==> src/rtl/note_code_player.sv <==
// Note-code playback: latches a 4-bit note code and a beat count, then drives a
// one-hot key/LED pattern for that many beats followed by a silent gap.
module note_code_player #(
  parameter int unsigned TICKS_PER_BEAT = 25_000_000,
  parameter int unsigned GAP_TICKS      = 2_500_000,
  parameter int unsigned DUR_W          = 8
) (
  input  logic             clk,
  input  logic             rst_n,
  input  logic [3:0]       note_code,
  input  logic [DUR_W-1:0] duration,
  input  logic             in_valid,
  output logic             in_ready,
  input  logic             stop,
  output logic [7:0]       key_led,
  output logic             busy,
  output logic             done,
  output logic             err
);

  localparam int unsigned TICK_W = (TICKS_PER_BEAT > 1) ? $clog2(TICKS_PER_BEAT) : 1;
  localparam int unsigned GAP_W  = (GAP_TICKS > 1) ? $clog2(GAP_TICKS) : 1;

  localparam logic [TICK_W-1:0] TICK_LAST = TICK_W'(TICKS_PER_BEAT - 1);
  localparam logic [GAP_W-1:0]  GAP_LAST  = GAP_W'(GAP_TICKS - 1);
  localparam logic              HAS_GAP   = (GAP_TICKS != 0);

  localparam logic [1:0] S_IDLE = 2'd0;
  localparam logic [1:0] S_PLAY = 2'd1;
  localparam logic [1:0] S_GAP  = 2'd2;

  logic [1:0]        state_q, state_d;
  logic [7:0]        key_d;
  logic [TICK_W-1:0] tick_q, tick_d;
  logic [DUR_W-1:0]  beat_q, beat_d;
  logic [GAP_W-1:0]  gap_q, gap_d;
  logic [DUR_W-1:0]  dur_q, dur_d;
  logic              done_d, err_d;
  logic              accept_c;

  // Legal notes map to a single LED; rests and illegal codes stay dark.
  function automatic logic [7:0] decode(input logic [3:0] code);
    logic [7:0] pat;
    pat = 8'h00;
    case (code)
      4'd1: pat = 8'h01;
      4'd2: pat = 8'h02;
      4'd3: pat = 8'h04;
      4'd4: pat = 8'h08;
      4'd5: pat = 8'h10;
      4'd6: pat = 8'h20;
      4'd7: pat = 8'h40;
      default: pat = 8'h00;
    endcase
    return pat;
  endfunction

  function automatic logic illegal(input logic [3:0] code);
    return (code == 4'd0) || ((code >= 4'd8) && (code <= 4'd14));
  endfunction

  assign in_ready = (state_q == S_IDLE) && !stop;
  assign busy     = (state_q != S_IDLE);
  assign accept_c = in_valid && in_ready;

  // Next-state, counter and output decode.
  always_comb begin
    state_d = state_q;
    key_d   = key_led;
    tick_d  = tick_q;
    beat_d  = beat_q;
    gap_d   = gap_q;
    dur_d   = dur_q;
    done_d  = 1'b0;
    err_d   = 1'b0;
    case (state_q)
      S_IDLE: begin
        if (accept_c) begin
          dur_d  = duration;
          err_d  = illegal(note_code);
          tick_d = '0;
          beat_d = '0;
          gap_d  = '0;
          if (duration == '0) begin
            done_d = 1'b1;
          end else begin
            state_d = S_PLAY;
            key_d   = decode(note_code);
          end
        end
      end
      S_PLAY: begin
        if (stop) begin
          state_d = S_IDLE;
          key_d   = 8'h00;
          tick_d  = '0;
          beat_d  = '0;
        end else if (tick_q == TICK_LAST) begin
          tick_d = '0;
          if (beat_q == dur_q - DUR_W'(1)) begin
            key_d  = 8'h00;
            beat_d = '0;
            if (HAS_GAP) begin
              state_d = S_GAP;
            end else begin
              state_d = S_IDLE;
              done_d  = 1'b1;
            end
          end else begin
            beat_d = beat_q + DUR_W'(1);
          end
        end else begin
          tick_d = tick_q + TICK_W'(1);
        end
      end
      S_GAP: begin
        if (stop) begin
          state_d = S_IDLE;
          gap_d   = '0;
        end else if (gap_q == GAP_LAST) begin
          state_d = S_IDLE;
          gap_d   = '0;
          done_d  = 1'b1;
        end else begin
          gap_d = gap_q + GAP_W'(1);
        end
      end
      default: begin
        state_d = S_IDLE;
        key_d   = 8'h00;
      end
    endcase
  end

  // State and registered outputs.
  always_ff @(posedge clk or negedge rst_n) begin
    if (!rst_n) begin
      state_q <= S_IDLE;
      key_led <= 8'h00;
      tick_q  <= '0;
      beat_q  <= '0;
      gap_q   <= '0;
      dur_q   <= '0;
      done    <= 1'b0;
      err     <= 1'b0;
    end else begin
      state_q <= state_d;
      key_led <= key_d;
      tick_q  <= tick_d;
      beat_q  <= beat_d;
      gap_q   <= gap_d;
      dur_q   <= dur_d;
      done    <= done_d;
      err     <= err_d;
    end
  end

endmodule

==> config.mk <==
export PLATFORM = sky130hd
export DESIGN_NAME = note_code_player
export DESIGN_NICKNAME = d
export VERILOG_FILES = /design/src/rtl/note_code_player.sv
export SDC_FILE = /design/constraint.sdc
export NUM_CORES = 1
export LEC_CHECK = 0
export ABC_AREA = 1
export BUFFER_PORTS_ARGS = -buffer_cell sky130_fd_sc_hd__buf_4
export CELL_PAD_IN_SITES_DETAIL_PLACEMENT = 1
export CELL_PAD_IN_SITES_GLOBAL_PLACEMENT = 1
export CORE_MARGIN = 1
export CORE_UTILIZATION = 45
export DETAILED_ROUTE_END_ITERATION = 8
export PLACE_DENSITY = 0.81
export SLEW_MARGIN = 10
export SYNTH_ARGS = -nofsm -noshare
export SYNTH_HDL_FRONTEND = slang
export SYNTH_SLANG_ARGS = --single-unit
==> constraint.sdc <==
create_clock -name clk -period 2.1 [get_ports clk]
set_clock_uncertainty 0.15 [all_clocks]
set_input_delay 0.105 -clock clk [delete_from_list [all_inputs] [get_ports clk]]
set_output_delay 0.105 -clock clk [all_outputs]
set_load 0.01 [all_outputs]
# == Yosys cells after proc, flatten, opt, wreduce, memory -nomap -nowiden ==
# Cells that the tools add are included.
# op_classes
addsub,4
order_cmp,2
n_eq_ne,17
muxes,35
bitwise_logic,1
n_reduce_logical,17
# ops
operator,count
$mux 25,3
$mux 8,9
$mux 22,3
$pmux 25 s2,1
$pmux 7 s7,1
$pmux 22 s2,1
$add 25x1->25 const B,1
$eq 25x25->1 const B,1
$pmux 8 s3,1
$add 22x1->22 const B,1
$eq 22x22->1 const B,1
$eq 4x3->1 const B,4
$pmux 8 s2,1
$mux 2,7
$reduce_and 5->1,2
$ne 3x3->1 const B,3
$add 8x1->8 const B,1
$eq 4x2->1 const B,2
$eq 8x8->1,1
$logic_not 8->1,1
$sub 8x1->8 const B,1
$mux 1,6
$pmux 2 s3,1
$reduce_and 2->1,3
other kinds (15),20
# totals
reg_bits,75
inputBits,16
output_inout_bits,12
elab_cells,84

# == Depth between registers and ports, before layout ==
# Gate-level depths: netlist of run 1.
# depth
word_depth,6
ltp_mapped,14
ltp_nobuf,14

# == Least setup slack after synthesis of run 1 ==
# Ideal clock, no wire load.
# synth_timing
path_kind,reg2reg
from,reg dur_q[0]
to,reg key_led[0]
setup_time_ps,118
arrival_ps,1557
required_ps,1832
setup_slack_ps,275
path_stages_with_launch,11
path_buffers,1
period_less_slack_ps,1825
cell_sequence,dfrtp_1 > inv_1 > ha_1 > or2_2 > nand4_1 > nor2_1 > nand2_1 > nand2_2 > buf_6 > nand4_1 > nand2_1
# synth_between
elab_chain_len,4
# synth_lines
element,line_no,text
start: declaration,37,"logic [DUR_W-1:0] dur_q, dur_d;"
start signal: assignment,152,dur_q <= dur_d;
$sub 8x1->8,100,if (beat_q == dur_q - DUR_W'(1)) begin
$eq 8x8->1,100,
$ne 3x3->1 (no source line),--,
$reduce_and 5->1 (no source line),--,
end signal: assignment,148,key_led <= key_d;
end: declaration,15,"output logic [7:0] key_led,"
# Every way passes these cells.
# A chain may end at the register's enable or synchronous reset.

# == Worst setup path after layout of run 1 ==
# layout_timing
from,reg tick_q[6]
to,reg key_led[4]
# layout_between
elab_chain_len,3
# layout_lines
element,line_no,text
start: declaration,34,"logic [TICK_W-1:0] tick_q, tick_d;"
start signal: assignment,149,tick_q <= tick_d;
$eq 25x25->1,98,end else if (tick_q == TICK_LAST) begin
$ne 3x3->1 (no source line),--,
$reduce_and 5->1 (no source line),--,
# Every way passes these cells.

==> impl_metrics.csv, run 1 <==
group,metric,value,unit
run_status,status,"complete, no violations",
final_layout,fillers,1273,
place,place_congestion,0.869,
yosys,synth_nets,666,
power_and_ir_drop,p_total,0.00488,W
worst_setup_path,cp-startpoint,"tick_q[6]",
place,post-place-cells,807,
min_path,hp-class,"in -> async",
yosys,seq_area_frac_synth,0.400,
clocking,clockRootBuffer,"clkbuf_8",
global_routing,antenna_found_initial,0,
floorplanning,initial_core_util,0.470,
global_routing,grt_max_degree,39,
sta,setup_viol,0,
sta,rsz0062_at_grt,"true",
floorplanning,io_pins,28,
route,ant_nets,0,
yosys,synth_area,4630,um^2
sta,timing.final.crit_period,2.03,ns
route,wl_per_cell,16.3,um
clocking,clock_path_buffers,2,
worst_setup_path,cp_max_fo,7,
worst_setup_path,reg2reg_to,"key_led[4]",
sta,tightest_slew,0.529,ns
floorplanning,row_count,36,
final_layout,multi_input_area,2460,um^2
power_and_ir_drop,vdd_drop_max,0.000590,V
yosys,synth-warning-count,0,
route,vias,4586,
clocking,clock_latency,0.36,ns
route,vias_per_cell,5.38,
floorplanning,die_w,103,um
yosys,syn_inst,646,
worst_setup_path,crit_required,2.20,ns
clocking,tritoncts,"done",
floorplanning,core-area,9860,um^2
yosys,synth_area_leaders,"dfrtp_1 (40%), nand2_1 (13%), nor2_1 (7.2%)",
final_layout,final_net_count,736,
final_layout,antenna_cells,0,
floorplanning,dieArea,10700,um^2
sta,finalHoldViolCount,0,
global_routing,grt_pass1_wl,22300,um
route,top_layer,"met4",
clocking,clk_pin_slew,0.08,ns
global_routing,grtUsageTotal,0.276,
yosys,yosys.area.top_type_share,0.400,
global_routing,grt_pass1_vias,4617,
final_layout,area_growth,21.1,%
place,port_buffers,26,
power_and_ir_drop,p_per_area,869,nW/um^2
route,drtIter0Drc,195,
worst_setup_path,end_kind,"flop",
route,drcViolationCount,0,
worst_setup_path,criticalPathCategory,"reg -> reg",
worst_setup_path,start_kind,"flop",
yosys,synth-seq-cells,74,
clocking,cts_buffers,9,
place,hpwl,9870,um
sta,relSlewSlack,0.647,
sta,finalMaxSlewViolations,0,
floorplanning,die_h,103,um
worst_setup_path,reg2reg_slack,0.07,ns
final_layout,register_area,1850,um^2
route,wl_met1,6540,um
yosys,synth_largest_area_cell,"dfrtp_1",
clocking,cts_num_sinks,74,
yosys,ys_types,41,
worst_setup_path,endpoint,"key_led[4]",
run,cap_violations,0,
sta,timing.final.crit_share,0.965,
final_layout,drive_gt1_frac,0.161,
yosys,postSynthAreaPerCell,7.17,um^2
worst_setup_path,r2r-start,"tick_q[6]",
clocking,htreeDepth,3,
sta,fmax,0.493,GHz
route,wl_met2,6740,um
route,first_pass_iters,5,
worst_setup_path,cp_data_arrival_time,2.13,ns
power_and_ir_drop,leakagePower,2.67,nW
global_routing,overflow,0,
route,wl_met3,425,um
worst_setup_path,reg2regPathDepth,10,
final_layout,stdcell_count,853,
route,wirelength,13900,um
-- worst min path at each step --
stage	start	endpoint	slack, ns	cells past startpoint
after global placement	rst_n	gap_q[20]	-0.04	1
after detailed placement	rst_n	gap_q[10]	-0.03	1
after floorplan	rst_n	beat_q[0]	-0.34	0
after CTS	rst_n	gap_q[8]	0.13	2
after global routing	rst_n	gap_q[0]	0.18	2
final	rst_n	gap_q[10]	0.11	2
-- critical path, cell delays in order (launching register included) --
cell     delay, ns
dfrtp_1       0.45
nor2_1        0.19
nand4_1       0.13
nor2_1        0.19
nand2_1       0.13
nand2_4       0.14
nand2_4       0.08
nor2_8        0.17
nand3_4       0.12
nand2_1       0.11
nand2_1       0.06
-- timing repair --
item,in CTS,in global routing
endpoints found under the hold margin,75,0
hold buffers,18,0
endpoints found under the setup margin,4,41
cloned,0,1
gates resized for setup,1,26
pin swaps,0,4
buffers inserted,0,12
-- cells in the mapped netlist, drive strengths merged --
cell      n
a211oi    2
a21oi    23
a22o      2
a31oi     1
and3      2
buf       7
clkbuf    1
conb      1
dfrtp    74
ha        4
inv      93
nand2   166
nand3    43
nand4    34
nor2     97
nor3     35
nor3b     2
nor4      7
o21ai    29
o21bai    2
o22ai     2
or2       3
xnor2     6
xor2     10
-- cell families (layout without fill, tap and decap cells) --
family,count (synthesis),in the layout,share of synthesized area
fa+ha+maj,4,4,0.0108
flops,74,74,0.400
buf+inv,101,174,0.0894
other cells,1,1,0.000809
xor+xnor,16,16,0.0302
simple gates,389,390,0.396
compound gates,61,61,0.0729
-- layout make-up --
cell class,instances,area share
multi-input cells,472,0.439
inverters,93,0.0636
flip-flops and latches,74,0.330
repair buffers,66,0.101
clock buffers,10,0.0228
clock inverters,5,0.0143
well taps,133,0.0297
-- layer usage --
layer,global-route usage,up-vias
li1,-,2231
met1,0.379,2265
met2,0.449,73
met3,0.0323,17
met4,0.105,0
met5,0,-
-- metrics by stage --
stage	hold WS, ns	instance area (um^2)	utilization	TNS, ns	worst slack (ns)
6_report	0.113	5610	0.569	0	0.0725
5_1_grt	0.182	5610	0.569	-0.211	-0.0516
4_1_cts	0.133	5430	0.550	0	0.0261
3_5_place_dp	-0.0299	5030	0.510	0	0.0128
3_3_place_gp	-0.0371	5030	0.510	0	0.125
2_1_floorplan	-0.341	4630	-	0	0.275
-- flip-flops by register name, indices dropped and copies added, names as in the netlist --
name / count
dur_q: 8
beat_q: 8
err: 1
gap_q: 22
state_q: 2
done: 1
key_led: 7
tick_q: 25
-- power breakdown --
part / internal, W / leakage, nW / total (W) / switching (W)
registers: 0.00159 / 1.01 / 0.00180 / 0.000206
clock network: 0.000661 / 0.0984 / 0.00122 / 0.000563
logic: 0.000698 / 1.56 / 0.00186 / 0.00116
-- cell usage in the layout, fill, tap and decap left out, drive strengths merged --
master and count:
a21oi 23, a22o 2, o21ai 29, nor2 97, inv 93, nand2 167
nand3 43, clkinv 1, and3 2, or2 3, nor3 35, ha 4
nand4 34, buf 48, dlygate4sd3 18, a31oi 1, conb 1, clkinvlp 2
xnor2 6, xor2 10, o22ai 2, nor3b 2, clkbuf 10, a211oi 2
bufinv 2, nor4 7, dfrtp 74, o21bai 2
No activity file was read; power rests on OpenSTA's default activity.
==> run 2, diff against run 1 <==
RECOVER_POWER = 50   (was default)
REMOVE_ABC_BUFFERS = 1   (was default)
==> impl_metrics.csv, run 2 (synthesis gave the netlist of run 1 again) <==
group,metric,value,unit
run_status,status,"complete, no violations",
final_layout,fillers,1274,
global_routing,overflow,0,
clocking,htreeDepth,3,
clocking,clockRootBuffer,"clkbuf_8",
sta,finalMaxSlewViolations,0,
route,vias_per_cell,5.39,
final_layout,reg_top3,"tick_q: 25 flops, gap_q: 22 flops",
route,wirelength,14900,um
clocking,clock_latency,0.36,ns
place,hpwl,10600,um
worst_setup_path,cp_max_fo,7,
clocking,clk_pin_slew,0.08,ns
final_layout,mostFrequentLayoutCell,"nand2_1",
power_and_ir_drop,p_per_area,878,nW/um^2
clocking,tritoncts,"done",
sta,setup_viol,0,
route,drcViolationCount,0,
place,dp_slack,0.00143,ns
min_path,whs_path_depth,5,
sta,fin_ws,0.0234,ns
global_routing,grt_pass1_vias,4731,
route,vias,4621,
worst_setup_path,cp_data_arrival_time,2.22,ns
final_layout,finish.utilization,0.568,
sta,finalHoldViolCount,0,
final_layout,largest-register,"tick_q",
worst_setup_path,reg2regPathDepth,7,
sta,relSlewSlack,0.433,
final_layout,final_cell_mix,"nand2_1 (154), inv_1 (84), nor2_1 (82)",
floorplanning,dieArea,10700,um^2
route,first_pass_iters,4,
clocking,cts_buffers,9,
global_routing,grt_max_degree,33,
clocking,cts_num_sinks,74,
clocking,clock_path_buffers,2,
final_layout,final_area,5600,um^2
global_routing,grt_pass1_wl,23500,um
floorplanning,row_count,36,
sta,timing.final.crit_share,0.989,
floorplanning,initial_core_util,0.470,
final_layout,largest_register_ffs,25,
route,wl_per_cell,17.3,um
final_layout,drive_gt1_frac,0.174,
final_layout,final_net_count,741,
power_and_ir_drop,vdd_drop_max,0.000469,V
floorplanning,core-area,9860,um^2
sta,timing.final.crit_period,2.08,ns
worst_setup_path,crit_required,2.25,ns
route,ant_nets,0,
worst_setup_path,criticalPathCategory,"reg -> reg",
final_layout,antenna_cells,0,
place,dpl-instance-area,5080,um^2
global_routing,grtUsageTotal,0.293,
sta,fmax,0.482,GHz
global_routing,antenna_found_initial,0,
floorplanning,io_pins,28,
floorplanning,die_h,103,um
floorplanning,die_w,103,um
route,drtIter0Drc,138,
min_path,hp-class,"in -> reg",
place,port_buffers,26,
worst_setup_path,end_kind,"flop",
power_and_ir_drop,leakagePower,2.67,nW
worst_setup_path,start_kind,"flop",
run,cap_violations,0,
place,place_congestion,0.879,
sta,tightest_slew,0.851,ns
final_layout,area_growth,20.9,%
-- run 2: metal layers --
layer / global-route usage / wire length [um]
met3: 0.0417 / 482
met5: 0 / 0
met1: 0.380 / 6610
met4: 0.102 / 291
met2: 0.500 / 7480
-- run 2: path summary, 6_finish.rpt --
check,from,endpoint,slack [ns]
worst min-delay path,note_code[0],key_led[3],0.02
worst min register to register,key_led[6],key_led[6],0.33
min in group asynchronous,rst_n,tick_q[11],0.04
max in group asynchronous,rst_n,gap_q[4],0.57
worst max-delay path,state_q[0],key_led[1],0.02
worst max register to register,state_q[0],key_led[1],0.02
-- run 2: through the flow --
step	std cells	total power [W]	hold slack (ns)	TNS, ns
CTS	846	0.00462	0.00542	0
global route	858	0.00522	0.0296	-0.136
finish	858	0.00492	0.0207	0
floorplan	638	0.00284	-0.341	0
global placement	814	0.00346	-0.101	0
detailed placement	814	0.00354	-0.105	0
-- run 2: final cells by class --
type,count,area [um^2],area share
well taps,133,166,0.0297
clock buffers,12,155,0.0277
clock inverters,3,15.0,0.00268
flip-flops and latches,74,1860,0.332
multi-input cells,471,2470,0.441
inverters,93,357,0.0636
repair buffers,72,577,0.103
-- run 2: what timing repair did --
action                                  4_1_cts  5_1_grt
resized for setup                             4       33
hold endpoints to repair                     87        0
endpoints found under the setup margin       11       34
hold buffers                                 16        0
buffers inserted                              1       12
pin swaps                                     1        7
-- run 2: worst max-delay path, stage by stage (launching register included) --
cell	delay, ns
dfrtp_1	0.44
nor2_4	0.16
buf_4	0.18
nand2_1	0.11
nor3_2	0.14
dlygate4sd3_1	0.62
nand4_1	0.12
nand2_1	0.09
-- run 2: power by group --
group | internal [W] | switching, W | total (W)
combinational | 0.000789 | 0.00129 | 0.00208
clock | 0.000482 | 0.000554 | 0.00104
sequential | 0.00160 | 0.000206 | 0.00180
==> run 3, diff against run 2 <==
HOLD_SLACK_MARGIN = 0.06   (was default)
==> impl_metrics.csv, run 3 (synthesis gave the netlist of run 1 again) <==
group,metric,value,unit
route,wl_per_cell,17.5,um
worst_setup_path,cp_max_fo,7,
worst_setup_path,criticalPathCategory,"reg -> reg",
floorplanning,io_pins,28,
global_routing,grt_pass1_vias,4761,
global_routing,grt_pass1_wl,23700,um
route,drcViolationCount,0,
global_routing,grtUsageTotal,0.296,
clocking,cts_num_sinks,74,
place,dp_slack,0.00143,ns
floorplanning,initial_core_util,0.470,
final_layout,largest-register,"tick_q",
route,drtIter0Drc,178,
global_routing,overflow,0,
power_and_ir_drop,vdd_drop_max,0.000364,V
route,vias,4671,
sta,tightest_slew,1.19,ns
min_path,whs_path_depth,2,
global_routing,grt_max_degree,33,
power_and_ir_drop,p_per_area,875,nW/um^2
power_and_ir_drop,p_total,0.00491,W
worst_setup_path,reg2reg_to,"key_led[1]",
place,port_buffers,26,
worst_setup_path,r2r-start,"state_q[0]",
sta,timing.final.crit_period,2.03,ns
run,cap_violations,0,
place,dpl-instance-area,5080,um^2
min_path,hp-class,"reg -> reg",
clocking,clock_latency,0.36,ns
route,ant_nets,0,
final_layout,finish.utilization,0.569,
sta,fin_ws,0.0702,ns
worst_setup_path,crit_required,2.25,ns
final_layout,final_net_count,745,
worst_setup_path,reg2reg_slack,0.07,ns
floorplanning,core-area,9860,um^2
global_routing,antenna_found_initial,0,
clocking,clock_path_buffers,2,
sta,finalMaxSlewViolations,0,
run_status,status,"complete, no violations",
worst_setup_path,reg2regPathDepth,7,
final_layout,largest_register_ffs,25,
sta,relSlewSlack,0.205,
sta,timing.final.crit_share,0.967,
floorplanning,die_h,103,um
clocking,clockRootBuffer,"clkbuf_8",
place,post-place-cells,814,
clocking,htreeDepth,3,
place,hpwl,10600,um
worst_setup_path,cp_top_family,"buffers and inverters",
route,first_pass_iters,4,
clocking,cts_buffers,9,
worst_setup_path,path_common_cell,"nand2_1",
place,place_congestion,0.879,
worst_setup_path,cp_slowest_cell,"dlygate4sd3_1",
final_layout,drive_gt1_frac,0.159,
sta,fmax,0.493,GHz
worst_setup_path,start_kind,"flop",
min_path,hold_path_end,"key_led[0]",
final_layout,final_area,5610,um^2
final_layout,final_cell_mix,"nand2_1 (154), inv_1 (84), nor2_1 (82)",
worst_setup_path,cp_data_arrival_time,2.18,ns
route,vias_per_cell,5.42,
floorplanning,row_count,36,
power_and_ir_drop,leakagePower,2.66,nW
sta,setup_viol,0,
floorplanning,dieArea,10700,um^2
final_layout,reg_top3,"tick_q: 25 flops, gap_q: 22 flops",
floorplanning,die_w,103,um
clocking,clk_pin_slew,0.07,ns
worst_setup_path,end_kind,"flop",
clocking,tritoncts,"done",
final_layout,area_growth,21.1,%
final_layout,stdcell_count,862,
final_layout,antenna_cells,0,
sta,finalHoldViolCount,0,
min_path,hp-start,"key_led[0]",
route,wirelength,15000,um
final_layout,mostFrequentLayoutCell,"nand2_1",
worst_setup_path,cpPeakStageDelay,0.61,ns
worst_setup_path,crit_buf_inv,2,
worst_setup_path,crit_chain,"nor2_4 > buf_6 > nand2_1 > nor3_1 > dlygate4sd3_1 > nand4_1 > nand2_1",
-- run 3: stage by stage --
stage | hold slack (ns) | setup TNS, ns
finish | 0.329 | 0
global route | 0.369 | -0.161
CTS | 0.120 | 0
detailed placement | -0.105 | 0
global placement | -0.101 | 0
floorplan | -0.341 | 0
-- run 3: worst max path at each step --
| stage | startpoint | endpoint | slack [ns] | depth (start not counted) |
|---|---|---|---|---|
| after global routing | tick_q[1] | key_led[5] | -0.03 | 12 |
| after CTS | dur_q[2] | key_led[4] | 0.007 | 12 |
| final | state_q[0] | key_led[1] | 0.07 | 7 |
| after floorplan | gap_q[1] | gap_q[9] | 0.02 | 11 |
| after global placement | tick_q[5] | tick_q[17] | 0.09 | 9 |
| after detailed placement | dur_q[0] | key_led[4] | 0.001 | 13 |
-- run 3: layout make-up --
class	instances	area, um^2
repair buffers	76	593
flip-flops and latches	74	1860
multi-input cells	471	2470
inverters	93	357
clock inverters	3	15.0
clock buffers	12	155
well taps	133	166
fillers	1275	4250
-- run 3: worst reg2reg max path, cell delays in order, from the launching register on --
cell and delay, ns:
dfrtp_1 0.44, nor2_4 0.17, buf_6 0.16, nand2_1 0.09
nor3_1 0.14, dlygate4sd3_1 0.61, nand4_1 0.12, nand2_1 0.09
-- run 3: what timing repair did --
action | CTS | global route
pin swaps | 1 | 7
setup buffers | 1 | 12
setup endpoints to repair | 11 | 33
hold buffers | 20 | 0
endpoints found under the hold margin | 97 | 0
gates resized for setup | 4 | 32
-- run 3: per-layer routing --
| metal | vias to the layer above | global-route usage | part of all wire |
|---|---|---|---|
| li1 | 2259 | - | - |
| met1 | 2287 | 0.382 | 0.44 |
| met2 | 96 | 0.501 | 0.50 |
| met3 | 29 | 0.0470 | 0.037 |
| met4 | 0 | 0.111 | 0.025 |
| met5 | - | 0 | 0 |
-- run 3: power by group --
group,total [W],leakage [nW],switching [W],internal [W]
clock,0.00103,0.0920,0.000549,0.000482
sequential,0.00180,1.00,0.000204,0.00160
combinational,0.00208,1.56,0.00130,0.000780
